<file path="src/rtl/mux2_1_rr_merge_pkg.sv">
// ----------------------------------------------------------------------------
// mux2_1_rr_merge_pkg
// Shared definitions for the 2:1 round-robin merge stage:
//   CH0 / CH1          channel index constants (also the mux select values)
//   state_t            output register state (ST_EMPTY / ST_FULL)
// ----------------------------------------------------------------------------
package mux2_1_rr_merge_pkg;

    localparam logic CH0 = 1'b0;
    localparam logic CH1 = 1'b1;

    typedef enum logic {
        ST_EMPTY = 1'b0,
        ST_FULL  = 1'b1
    } state_t;

endpackage

</file>
<file path="src/rtl/mux2_1_rr_merge_if.sv">
// ----------------------------------------------------------------------------
// mux2_1_rr_merge_if
// Bundles the two input valid/ready streams and the merged output stream.
//   in0_valid/in0_data/in0_ready   channel 0 stream
//   in1_valid/in1_data/in1_ready   channel 1 stream
//   out_valid/out_data/out_src/out_ready   merged output stream
// Modports:
//   slave  - the merge stage (consumes inputs, produces output)
//   master - the environment (produces inputs, consumes output)
// ----------------------------------------------------------------------------
interface mux2_1_rr_merge_if #(
    parameter int WIDTH = 8
);
    logic             in0_valid;
    logic [WIDTH-1:0] in0_data;
    logic             in0_ready;
    logic             in1_valid;
    logic [WIDTH-1:0] in1_data;
    logic             in1_ready;
    logic             out_valid;
    logic [WIDTH-1:0] out_data;
    logic             out_src;
    logic             out_ready;

    modport slave (
        input  in0_valid, in0_data, in1_valid, in1_data, out_ready,
        output in0_ready, in1_ready, out_valid, out_data, out_src
    );

    modport master (
        output in0_valid, in0_data, in1_valid, in1_data, out_ready,
        input  in0_ready, in1_ready, out_valid, out_data, out_src
    );
endinterface

</file>
<file path="src/rtl/mux2_1.sv">
// ----------------------------------------------------------------------------
// mux2_1
// Plain 2:1 multiplexer, WIDTH bits wide.
//   i_i0  selected when i_s = 0
//   i_i1  selected when i_s = 1
//   i_s   select
//   o_y   selected value
// ----------------------------------------------------------------------------
module mux2_1 #(
    parameter int WIDTH = 8
) (
    input  logic [WIDTH-1:0] i_i0,
    input  logic [WIDTH-1:0] i_i1,
    input  logic             i_s,
    output logic [WIDTH-1:0] o_y
);
    assign o_y = i_s ? i_i1 : i_i0;
endmodule

</file>
<file path="src/rtl/mux2_1_rr_merge_rr_arb2.sv">
// ----------------------------------------------------------------------------
// rr_arb2
// Combinational two-requester round-robin arbiter.
//   i_req[1:0]  request per channel
//   i_last      channel granted most recently (the other wins a tie)
//   i_en        arbitration enabled (no grant when low)
//   o_gnt[1:0]  one-hot grant, all zero when nothing is granted
//   o_gnt_idx   index of the granted channel (CH0 when nothing is granted)
// ----------------------------------------------------------------------------
module rr_arb2
    import mux2_1_rr_merge_pkg::*;
(
    input  logic [1:0] i_req,
    input  logic       i_last,
    input  logic       i_en,
    output logic [1:0] o_gnt,
    output logic       o_gnt_idx
);
    always_comb begin
        // A lone requester always wins; on a tie the channel not served last wins.
        o_gnt[0]  = i_en & i_req[0] & (~i_req[1] | i_last);
        o_gnt[1]  = i_en & i_req[1] & (~i_req[0] | ~i_last);
        o_gnt_idx = o_gnt[1] ? CH1 : CH0;
    end
endmodule

</file>
<file path="src/rtl/mux2_1_rr_merge.sv">
// ----------------------------------------------------------------------------
// mux2_1_rr_merge
// Merges two valid/ready streams into one registered output stream using
// round-robin arbitration. The granted index drives the 2:1 data mux select
// and is reported on out_src with each beat. A single output register is
// reloaded in the same cycle it drains, so throughput is one beat per cycle.
// Ports:
//   clk    clock, all state on posedge
//   rst_n  synchronous reset, active-low
//   bus    mux2_1_rr_merge_if.slave (both input streams + output stream)
// ----------------------------------------------------------------------------
module mux2_1_rr_merge
    import mux2_1_rr_merge_pkg::*;
#(
    parameter int WIDTH = 8
) (
    input  logic                   clk,
    input  logic                   rst_n,
    mux2_1_rr_merge_if.slave       bus
);
    state_t           r_state;
    state_t           w_state_nxt;
    logic [WIDTH-1:0] r_data;
    logic             r_src;
    logic             r_last;

    logic             w_load;
    logic             w_en;
    logic [1:0]       w_gnt;
    logic             w_gnt_idx;
    logic             w_xfer;
    logic [WIDTH-1:0] w_sel_data;

    // The register can take a new beat when it is empty or being drained now.
    // Reset blocks acceptance so nothing is handshaken into a register being cleared.
    assign w_load = (r_state == ST_EMPTY) | bus.out_ready;
    assign w_en   = w_load & rst_n;

    // Readies deliberately ignore their own channel's valid.
    assign bus.in0_ready = w_en & (~bus.in1_valid | r_last);
    assign bus.in1_ready = w_en & (~bus.in0_valid | ~r_last);

    rr_arb2 u_arb (
        .i_req     ({bus.in1_valid, bus.in0_valid}),
        .i_last    (r_last),
        .i_en      (w_en),
        .o_gnt     (w_gnt),
        .o_gnt_idx (w_gnt_idx)
    );

    assign w_xfer = |w_gnt;

    mux2_1 #(.WIDTH(WIDTH)) u_mux (
        .i_i0 (bus.in0_data),
        .i_i1 (bus.in1_data),
        .i_s  (w_gnt_idx),
        .o_y  (w_sel_data)
    );

    always_comb begin
        w_state_nxt = r_state;
        if (w_load) begin
            w_state_nxt = w_xfer ? ST_FULL : ST_EMPTY;
        end
    end

    always_ff @(posedge clk) begin
        if (!rst_n) begin
            r_state <= ST_EMPTY;
            r_data  <= '0;
            r_src   <= CH0;
            r_last  <= CH1;
        end else begin
            r_state <= w_state_nxt;
            if (w_xfer) begin
                r_data <= w_sel_data;
                r_src  <= w_gnt_idx;
                r_last <= w_gnt_idx;
            end
        end
    end

    assign bus.out_valid = (r_state == ST_FULL);
    assign bus.out_data  = r_data;
    assign bus.out_src   = r_src;
endmodule

</file>
<file path="src/flat_wrapper.sv">
// flat-port wrapper written by rule: the top's interface ports become plain ports
module mux2_1_rr_merge_flat import mux2_1_rr_merge_pkg::*;
#(
    parameter int WIDTH = 8
)
  (clk, rst_n, bus_in0_valid, bus_in0_data, bus_in1_valid, bus_in1_data, bus_out_ready, bus_in0_ready, bus_in1_ready, bus_out_valid, bus_out_data, bus_out_src);
  mux2_1_rr_merge_if #(.WIDTH(WIDTH)) bus_i ();
  input  logic clk;
  input  logic rst_n;
  input wire logic [$bits(bus_i.in0_valid)-1:0] bus_in0_valid;
  input wire logic [$bits(bus_i.in0_data)-1:0] bus_in0_data;
  input wire logic [$bits(bus_i.in1_valid)-1:0] bus_in1_valid;
  input wire logic [$bits(bus_i.in1_data)-1:0] bus_in1_data;
  input wire logic [$bits(bus_i.out_ready)-1:0] bus_out_ready;
  output wire logic [$bits(bus_i.in0_ready)-1:0] bus_in0_ready;
  output wire logic [$bits(bus_i.in1_ready)-1:0] bus_in1_ready;
  output wire logic [$bits(bus_i.out_valid)-1:0] bus_out_valid;
  output wire logic [$bits(bus_i.out_data)-1:0] bus_out_data;
  output wire logic [$bits(bus_i.out_src)-1:0] bus_out_src;
  assign bus_i.in0_valid = bus_in0_valid;
  assign bus_i.in0_data = bus_in0_data;
  assign bus_i.in1_valid = bus_in1_valid;
  assign bus_i.in1_data = bus_in1_data;
  assign bus_i.out_ready = bus_out_ready;
  assign bus_in0_ready = bus_i.in0_ready;
  assign bus_in1_ready = bus_i.in1_ready;
  assign bus_out_valid = bus_i.out_valid;
  assign bus_out_data = bus_i.out_data;
  assign bus_out_src = bus_i.out_src;
  mux2_1_rr_merge #(.WIDTH(WIDTH)) u_core (.clk(clk), .rst_n(rst_n), .bus(bus_i));
endmodule
</file>
<file path="config.mk">
export PLATFORM = sky130hd
export DESIGN_NAME = mux2_1_rr_merge_flat
export DESIGN_NICKNAME = d
export VERILOG_FILES = /design/src/rtl/mux2_1_rr_merge_pkg.sv /design/src/rtl/mux2_1_rr_merge_if.sv /design/src/rtl/mux2_1.sv /design/src/rtl/mux2_1_rr_merge_rr_arb2.sv /design/src/rtl/mux2_1_rr_merge.sv /design/src/flat_wrapper.sv
export SDC_FILE = /design/constraint.sdc
export NUM_CORES = 1
export LEC_CHECK = 0
export ABC_AREA = 1
export CAP_MARGIN = 20
export CORE_MARGIN = 2
export CORE_UTILIZATION = 34
export CTS_CLUSTER_DIAMETER = 30
export DETAILED_ROUTE_END_ITERATION = 8
export GPL_ROUTABILITY_DRIVEN = 0
export PLACE_DENSITY = 0.74
export SYNTH_ARGS = -nofsm -noshare
export SYNTH_HDL_FRONTEND = slang
export SYNTH_SLANG_ARGS = --single-unit
</file>
<file path="constraint.sdc">
create_clock -name clk -period 1.3 [get_ports clk]
set_clock_uncertainty 0.2 [all_clocks]
set_input_delay 0.26 -clock clk [delete_from_list [all_inputs] [get_ports clk]]
set_output_delay 0.26 -clock clk [all_outputs]
set_load 0.01 [all_outputs]
</file>
Yosys cells after proc, flatten, opt, wreduce, memory -nomap -nowiden
Index checks and enable logic that the tools add are counted.

Input bits: 21. Register bits: 11.

Reductions and logical operators: 1. Bitwise logic cells: 14. Mux-type cells: 3.

Operators by type and width (count): 8-bit two-way mux (1); 1-bit AND (7); 1-bit NOT (4); 1-bit bitwise OR (3); 1-bit two-way mux (2); 2-bit OR reduction (1).

Longest topological paths before layout
Gate-level depths: netlist (run 1).

Depth after elaboration: 7. Depth in mapped cells: 8.

Hierarchy
From an unflattened synthesis (run 1), not the netlist that was laid out.

Cell total of the unflattened synthesis: 87. Area, all modules: 555.5 um^2.

Modules (own cells, without submodules): mux2_1_rr_merge (area an instance 421.7 um^2, cells an instance 55, times used 1); mux2_1 (area an instance 105.1 um^2, cells an instance 26, times used 1); rr_arb2 (area an instance 28.8 um^2, cells an instance 6, times used 1).

Least setup slack after synthesis (run 1)
No wires, ideal clock.

Kind: reg2reg. Start: reg u_core.r_state (netlist: u_core.bus.out_valid). End: reg u_core.r_data[1] (netlist: u_core.bus.out_data[1]). Clock period less this slack: 1.327 ns. Arrival time: 1.016 ns. Path buffers: 0. Library setup time: 0.111 ns. Cell stages (with the launch flop): 7. Setup slack: -0.027 ns. Data required time: 0.989 ns. Cells stage by stage: dfxtp_1 -> nand2_1 -> nand4_4 -> nand2_1 -> nand2_1 -> nor2_1 -> nor2_1.

Cells in the longest elaborated chain, start to end: 7.

RTL lines: start, declared (line mux2_1_rr_merge.sv:21) `state_t r_state;`; start signal, assigned (line mux2_1_rr_merge.sv:74) `r_state <= w_state_nxt;`; 1-bit NOT * (line mux2_1_rr_merge.sv:36) `assign w_load = (r_state == ST_EMPTY) | bus.out_ready;`; 1-bit bitwise OR * (line mux2_1_rr_merge.sv:36); 1-bit AND * (line mux2_1_rr_merge.sv:37) `assign w_en = w_load & rst_n;`; 1-bit AND (2 in a row) (line mux2_1_rr_merge_rr_arb2.sv:22) `o_gnt[1] = i_en & i_req[1] & (~i_req[0] | ~i_last);`; 1-bit two-way mux (line mux2_1_rr_merge_rr_arb2.sv:23) `o_gnt_idx = o_gnt[1] ? CH1 : CH0;`; 8-bit two-way mux (line mux2_1.sv:17) `assign o_y = i_s ? i_i1 : i_i0;`; end signal, assigned (line mux2_1_rr_merge.sv:76) `r_data <= w_sel_data;`; end, declared (line mux2_1_rr_merge.sv:23) `logic [WIDTH-1:0] r_data;`.

Mark *: on every way between the ends. The rest lies on a longest branch, timed or not. A chain may end at the register's enable or synchronous reset.

Worst setup path after layout (run 1)
Start: reg u_core.r_state (netlist: u_core.bus.out_valid). End: out bus_in1_ready.

Cells in the longest elaborated chain, start to end: 4.

RTL lines: 1-bit NOT (line mux2_1_rr_merge.sv:36); 1-bit bitwise OR (line mux2_1_rr_merge.sv:36); 1-bit AND (line mux2_1_rr_merge.sv:37); 1-bit AND (line mux2_1_rr_merge.sv:41) `assign bus.in1_ready = w_en & (~bus.in0_valid | ~r_last);`; end, declared (line flat_wrapper.sv:16) `output wire logic [$bits(bus_i.in1_ready)-1:0] bus_in1_ready;`.

No other way between the ends.

==> results of run 1 <==
-- state kept, by name (all words and copies together) (netlist names) --
| name | flops |
|---|---|
| u_core.bus.out_data | 8 |
| u_core.bus.out_src | 1 |
| u_core.bus.out_valid | 1 |
| u_core.r_last | 1 |
-- critical path: cells and delay by family, from the launching register on --
family / cells / cell delay, ps
flip-flops: 1 / 330
AND/OR/NAND/NOR: 2 / 150
buffers and inverters: 1 / 140
AO/OA/AOI/OAI: 1 / 100
-- cells in the final DEF (no fill, tap or decap), types with 2 or more instances in the layout --
cell and instances:
dfxtp_2 6, inv_1 11, nand2_1 22, buf_4 5
nand3b_1 8, dfxtp_1 5, dlygate4sd2_1 5, nand2_2 10
clkdlybuf4s50_1 16, buf_8 2, nand3_1 2, buf_2 8
clkbuf_4 3, nor2_1 24, clkdlybuf4s15_2 2, a21oi_2 2
buf_6 4
-- power by group through the flow --
stage                     combinational, mW  clock [mW]  sequential, mW
after global placement                0.293           0           0.390
after detailed placement              0.298           0           0.392
after global routing                  0.342       0.263           0.390
after CTS                             0.304       0.250           0.387
after floorplan                       0.127           0           0.404
final                                 0.309       0.235           0.388
-- timing repair --
item                                    in CTS  in global routing
buffers inserted                             2                  2
gates cloned                                 1                  0
hold buffers                                 0                  0
resized for setup                           53                 19
endpoints found under the setup margin      23                 21
pin swaps                                    2                  1
-- final cells by class --
type                       instances  area, um2
inverter                          11      41.29
fill                             150      630.6
multi-input combinational         71      357.8
clock buffer                       4      26.28
tap                               25      31.28
sequential                        11      227.7
timing repair buffer              44      411.6
-- cells by family (layout without fill, tap and decap cells) --
kind of cell    count (synthesis)  in the layout  synth area share (%)
buf+inv                        15             59                 11.92
flops                          11             11                 35.56
compound gates                  3              3                 2.829
simple gates                   68             68                 49.70
-- path summary, 6_finish.rpt --
kind | slack [ps] | cells past startpoint | endpoint | start
setup / recovery | -140 | 4 | bus_in1_ready | u_core.bus.out_valid
hold reg to reg | 260 | 2 | u_core.bus.out_src | u_core.bus.out_src
hold / removal | 260 | 2 | u_core.bus.out_src | u_core.bus.out_src
setup reg to reg | -130 | 8 | u_core.bus.out_valid | u_core.bus.out_valid
-- layer usage --
| layer | vias to the layer above | share of wire [%] | global-route usage, % |
|---|---|---|---|
| met5 | - | 0 | 0 |
| met1 | 303 | 40 | 17.37 |
| li1 | 383 | - | - |
| met3 | 2 | 4.9 | 3.529 |
| met4 | 0 | 1.1 | 8.333 |
| met2 | 25 | 53 | 28.33 |
==> results.cfg, run 1 <==
[timing]
fin_crit_ps = 1439
worst_pin_slew_ps = 181.6
clock.fmax_mhz = 694.8
fin_setup_tns_ps = -1235
worst_hold_slack_ps = 259.6
timing.final.ws_setup_ps = -139.2
finalSetupViolCount = 13
drv_slew = 0
slew_headroom_pct = 87.87
rsz0062_at_grt = true
final_hold_viol_count = 0
min_period_over_period_pct = 110.7

[floorplan]
initial_utilization_pct = 35.87
die_y_um = 46.68
rows = 15
die_area_mm2 = 0.002179
pin_count = 33
die_x_um = 46.68
core_area_mm2 = 0.001727

[logic_synthesis]
synth.net_count = 118
yosysSeqAreaShare_pct = 35.56
netlist-cell-type-count = 12
synth_common_cells = nand2_1, nor2_1, dfxtp_1, inv_1, nand3b_1
synthMostInstantiatedCell = nand2_1
synth_area_per_cell_um2 = 6.385
synth_cells = 97
synth_area_leader_cell = dfxtp_1
synthArstFlopShare_pct = 0
syn_area_um2 = 619.3
synthTopCellsByArea = dfxtp_1, nand2_1, nor2_1, nand3b_1, inv_1
synthFlopType = dfxtp_1
ys_warn_count = 0
synth_edf_count = 0
synth_seq_cells = 11
synth_top_area_share_pct = 35.56

[cells_and_area]
area_growth_pct = 76.97
drive_above_1_share_pct = 31.91
diodes = 0
nNetsFinal = 163
stdcell_count = 166
fin_util_pct = 63.48
final_area_mm2 = 0.001096

[placed_design]
dp_slack_ps = -754.5
place_area_um2 = 996.0
placed_cells = 157
portBuffers = 32
dpl.hpwl_um = 1109

[cts]
clk_latency_ps = 260
clk_pin_slew_ps = 70
cts_tree = done
cts.sinks = 11
cts_buffers = 3
htreeDepth = 1
cts_max_path_buffers = 2
clockRootBuffer = clkbuf_4

[worst_setup_path]
critPathMaxFanout = 2
end_kind = output port
critical_path.most_common_cell = nand2_2
crit_path_cell_trace = nand2_2 > nand2_2 > a21oi_2 > buf_2
cp.required_ps = 840
crit_type = register to output port
cpMaxStageDelayCell = dfxtp_2
arrival_ps = 980
critical_path.max_stage_delay_ps = 330
start_kind = register

[global_routing]
grt_overflow = 0
grt_antenna_before_repair = 0
grt_pass1_vias = 581
grt_max_degree = 13
grt_use_total_pct = 15.92
grt_pass1_wl_um = 2373

[power_and_ir_drop]
vdd.ir_drop.worst_uv = 477.8
fin_total_pwr_mw = 0.9328
power_frac_clock_pct = 25.2
p_sw_mw = 0.2715
p_seq_share_pct = 41.6
leakage_nw = 0.5761
p_comb_share_pct = 33.2
p_int_mw = 0.6613
power.density_mw_per_mm2 = 851.0
swShare_pct = 29.10

[routing]
drt_first_pass_iters = 4
drt_iter0_markers = 6
num_vias = 713
wl_per_cell_um = 10.08
drt_wl_total_um = 1673
detail-route-antenna-nets = 0
viasPerCell = 4.295
drc = 0

[run_status]
outcome = finished with violations
violations = setup timing

[hold_path]
hold_path_class = register to register

[run]
cap_violations = 0
(Power assumes the default switching activity.)
==> run 2: changes to the inputs <==
Settings changed: MAX_ROUTING_LAYER from default to met4.
==> results.cfg, run 2 (same netlist as run 1, synthesis figures left out) <==
[run_status]
outcome = finished with violations
violations = setup timing

[worst_setup_path]
crit_path_cell_trace = nand2_2 > nand2_2 > a21oi_2 > buf_2
cp_num_buf_inv = 1
start_kind = register
end_kind = output port
rrSetupSlack_ps = -130
crit_type = register to output port
cp.required_ps = 840
arrival_ps = 980
critical_path.most_common_cell = nand2_2
cp.depth = 4
worst-r2r-cell-count = 8
r2r_end = u_core.bus.out_valid
critPathMaxFanout = 2
cp-endpoint = bus_in1_ready
cpMaxStageDelayCell = dfxtp_2
cp-startpoint = u_core.bus.out_valid
path_delay_family = flip-flops
reg2reg_from = u_core.bus.out_valid
critical_path.max_stage_delay_ps = 330

[routing]
drt_wl_total_um = 1673
detail-route-antenna-nets = 0
wl_per_cell_um = 10.08
viasPerCell = 4.295
drt_iter0_markers = 6
num_vias = 713
drt_first_pass_iters = 4
drc = 0

[power_and_ir_drop]
power.density_mw_per_mm2 = 851.0
p_int_mw = 0.6613
swShare_pct = 29.10
leakage_nw = 0.5761
vdd.ir_drop.worst_uv = 477.8
p_seq_share_pct = 41.6
power_frac_clock_pct = 25.2
p_comb_share_pct = 33.2
p_sw_mw = 0.2714

[timing]
drv_slew = 0
fin_setup_tns_ps = -1236
worst_pin_slew_ps = 181.6
clock.fmax_mhz = 694.9
finalSetupViolCount = 13
min_period_over_period_pct = 110.7
slew_headroom_pct = 87.87
final_hold_viol_count = 0
fin_crit_ps = 1439
timing.final.ws_setup_ps = -139.1
rsz0062_at_grt = true

[floorplan]
initial_utilization_pct = 35.87
rows = 15
pin_count = 33
die_x_um = 46.68
core_area_mm2 = 0.001727
die_y_um = 46.68
die_area_mm2 = 0.002179

[cells_and_area]
nFillCells = 150
final_area_mm2 = 0.001096
diodes = 0
layout_commonest_cell = nor2_1
nNetsFinal = 163
largest_reg_flops = 8
mostFrequentLayoutCells = nor2_1, nand2_1, clkdlybuf4s50_1, inv_1, nand2_2
area_growth_pct = 76.97
fin_util_pct = 63.48
drive_above_1_share_pct = 31.91

[cts]
cts_buffers = 3
cts.sinks = 11
clockRootBuffer = clkbuf_4
clk_latency_ps = 260
htreeDepth = 1
ctsHoldBuffers = 0
cts_tree = done
cts_max_path_buffers = 2
clk_pin_slew_ps = 70

[global_routing]
grt_use_total_pct = 16.38
grt_pass1_vias = 582
grt_max_degree = 13
grt_antenna_before_repair = 0
grt_overflow = 0
grt_pass1_wl_um = 2380

[placed_design]
dpl.hpwl_um = 1109
portBuffers = 32
place_area_um2 = 996.0

[hold_path]
hold_path_class = register to register

[run]
cap_violations = 0
-- run 2: cell counts in the layout (fill, tap and decap cells not counted) --
Identical to the previous run, type by type.
-- run 2: cell type report --
class | instances | area [um2] | area share [%]
Inverter | 11 | 41.29 | 3.767
Clock buffer | 4 | 26.28 | 2.397
Tap cell | 25 | 31.28 | 2.854
Multi-Input combinational cell | 71 | 357.8 | 32.65
Sequential cell | 11 | 227.7 | 20.78
Timing Repair Buffer | 44 | 411.6 | 37.56
-- run 2: power groups by stage --
stage          Combinational [mW]  Sequential, mW  Clock (mW)
2_1_floorplan               0.127           0.404           0
3_3_place_gp                0.293           0.390           0
3_5_place_dp                0.298           0.392           0
4_1_cts                     0.304           0.387       0.250
5_1_grt                     0.342           0.390       0.263
6_report                    0.309           0.388       0.235
-- run 2: tightest hold or removal path: stages (launching register included) --
cell and delay, ps:
dfxtp_1 310, nand2_1 60, a21boi_1 50
-- run 2: metal layers --
metal	track usage [%]	part of all wire, %	up-vias
met5	-	0	-
met4	8.333	1.2	0
met3	3.529	4.9	2
met2	28.33	53	25
met1	17.37	40	303
li1	-	-	383
-- run 2: what timing repair did --
item                                    in CTS  in global routing
gates resized for setup                     53                 19
cloned                                       1                  0
endpoints found under the setup margin      23                 21
pin swaps                                    2                  1
setup buffers                                2                  2
-- run 2: how the worst min path moves through the flow --
stage	to	depth (start not counted)	startpoint
final	u_core.bus.out_src	2	u_core.bus.out_src
after global routing	u_core.bus.out_src	2	u_core.bus.out_src
after CTS	u_core.bus.out_src	2	u_core.bus.out_src
after detailed placement	u_core.bus.out_src	2	u_core.bus.out_src
after global placement	u_core.bus.out_src	2	u_core.bus.out_src
after floorplan	u_core.bus.out_src	1	rst_n
-- run 2: through the flow --
step / std cells / hold WS, ps / power, mW / setup WS (ps)
2_1_floorplan: 97 / 213.8 / 0.5310 / 16.15
3_3_place_gp: 157 / 258.0 / 0.6836 / -710.8
3_5_place_dp: 157 / 265.8 / 0.6900 / -754.5
4_1_cts: 164 / 262.0 / 0.9407 / -131.1
5_1_grt: 166 / 290.4 / 0.9946 / -201.6
6_report: 166 / 259.6 / 0.9327 / -139.1
==> run 3: changes to the inputs <==
Settings changed: CORE_UTILIZATION 34 to 45, DONT_BUFFER_PORTS from default to 1, PLACE_DENSITY 0.74 to default.
==> results.cfg, run 3 (same netlist as run 1, synthesis figures left out) <==
[cells_and_area]
layout_commonest_cell = nor2_1
nFillCells = 138
nNetsFinal = 129
largest_reg_flops = 8
fin_util_pct = 63.46
diodes = 0
area_growth_pct = 33.33
drive_above_1_share_pct = 28.04
mostFrequentLayoutCells = nor2_1, nand2_1, inv_1, dfxtp_1, nand3b_1

[routing]
detail-route-antenna-nets = 0
num_vias = 596
wl_per_cell_um = 11.89
drt_iter0_markers = 5
drc = 0
drt_wl_total_um = 1450
viasPerCell = 4.885
drt_first_pass_iters = 3

[timing]
rsz0062_at_grt = true
fin_setup_tns_ps = -1037
worst_pin_slew_ps = 409.6
timing.final.ws_setup_ps = -119.5
worst_hold_slack_ps = -2.116
finalSetupViolCount = 12
slew_headroom_pct = 72.60
min_period_over_period_pct = 109.2
drv_slew = 0
final_hold_viol_count = 1
fin_crit_ps = 1420
clock.fmax_mhz = 704.5

[cts]
clockRootBuffer = clkbuf_4
htreeDepth = 1
cts_buffers = 3
cts_max_path_buffers = 2
cts_tree = done
clk_pin_slew_ps = 80
cts.sinks = 11
clk_latency_ps = 270

[global_routing]
grt_pass1_vias = 447
grt_max_degree = 16
grt_use_total_pct = 16.32
grt_overflow = 0
grt_pass1_wl_um = 1759
grt_antenna_before_repair = 0

[placed_design]
portBuffers = 0
dpl.hpwl_um = 939.7

[floorplan]
core_area_mm2 = 0.001301
die_area_mm2 = 0.001689
die_x_um = 41.10
pin_count = 33
initial_utilization_pct = 47.60
rows = 13
die_y_um = 41.10

[run_status]
outcome = finished with violations
violations = hold timing, setup timing

[worst_setup_path]
end_kind = register
critPathMaxFanout = 12
start_kind = register
cp.required_ps = 1270
arrival_ps = 1390
crit_type = register to register

[power_and_ir_drop]
power.density_mw_per_mm2 = 1014
leakage_nw = 0.4443
vdd.ir_drop.worst_uv = 562.5

[hold_path]
hold_path_class = input pin to register

[run]
cap_violations = 0
==> run 3: cell types whose count changed in the layout (fill, tap and decap cells not counted), sizes merged <==
| cell | change |
|---|---|
| clkdlybuf4s50 | -16 |
| buf | -12 |
| dlygate4sd2 | -5 |
| clkdlybuf4s15 | -2 |
| clkbuf | -1 |
| clkinv | +1 |
| dlygate4sd3 | +1 |
==> run 3: path summary, 6_finish.rpt <==
path	start	to	cells past startpoint	slack (ps)
setup reg to reg	u_core.bus.out_valid	u_core.bus.out_data[0]	8	-120
hold / removal	bus_in0_data[2]	u_core.bus.out_data[2]	4	-2
setup / recovery	u_core.bus.out_valid	u_core.bus.out_data[0]	8	-120
hold reg to reg	u_core.r_last	u_core.r_last	2	330
==> run 3: cell type report <==
class	instances	area, um2	share of cell area (%)
clock buffers	3	22.52	2.727
clock inverters	1	5.005	0.6061
inverters	11	41.29	5.000
multi-input cells	71	385.4	46.67
flip-flops and latches	11	225.2	27.27
well taps	15	18.77	2.273
repair buffers	10	127.6	15.45
==> run 3: routing by layer <==
metal	vias to the layer above	part of all wire, %	track usage (%)
li1	316	-	-
met1	254	42	16.99
met2	22	51	29.30
met3	4	5.0	1.630
met4	0	1.9	9.677
met5	-	0	-
==> run 3: repair_timing <==
item	CTS	global route
cloned	0	1
endpoints found under the hold margin	11	0
pin swaps	1	5
setup endpoints to repair	10	13
hold buffers	1	0
resized for setup	5	17
setup buffers	2	1
==> run 3: where the power goes <==
group | total, mW | leakage, nW | switching [mW] | internal, mW
Combinational | 0.202 | 0.335 | 0.103 | 0.0992
Clock | 0.232 | 0.0177 | 0.118 | 0.114
Sequential | 0.403 | 0.0913 | 0.0338 | 0.369
Total | 0.837 | 0.444 | 0.255 | 0.582
==> run 3: stage by stage <==
stage / cells / hold slack, ps / cell area (um2) / worst slack (ps) / total power, mW
after global routing: 122 / 18.33 / 825.8 / -198.7 / 0.8865
after CTS: 120 / 9.017 / 738.2 / -84.51 / 0.8141
after floorplan: 97 / 213.8 / 624.3 / 16.15 / 0.5310
after detailed placement: 113 / 155.0 / 673.1 / -27.48 / 0.5671
after global placement: 113 / 145.0 / 673.1 / 6.049 / 0.5630
final: 122 / -2.116 / 825.8 / -119.5 / 0.8372
==> run 3: worst max-delay path: stages, from the launching register on <==
cell and delay, ps:
dfxtp_2 340, nand2_4 90, buf_6 100, nand4_4 150
buf_12 200, nand2_1 50, nand2_1 50, nor2_1 80
nor2_1 60
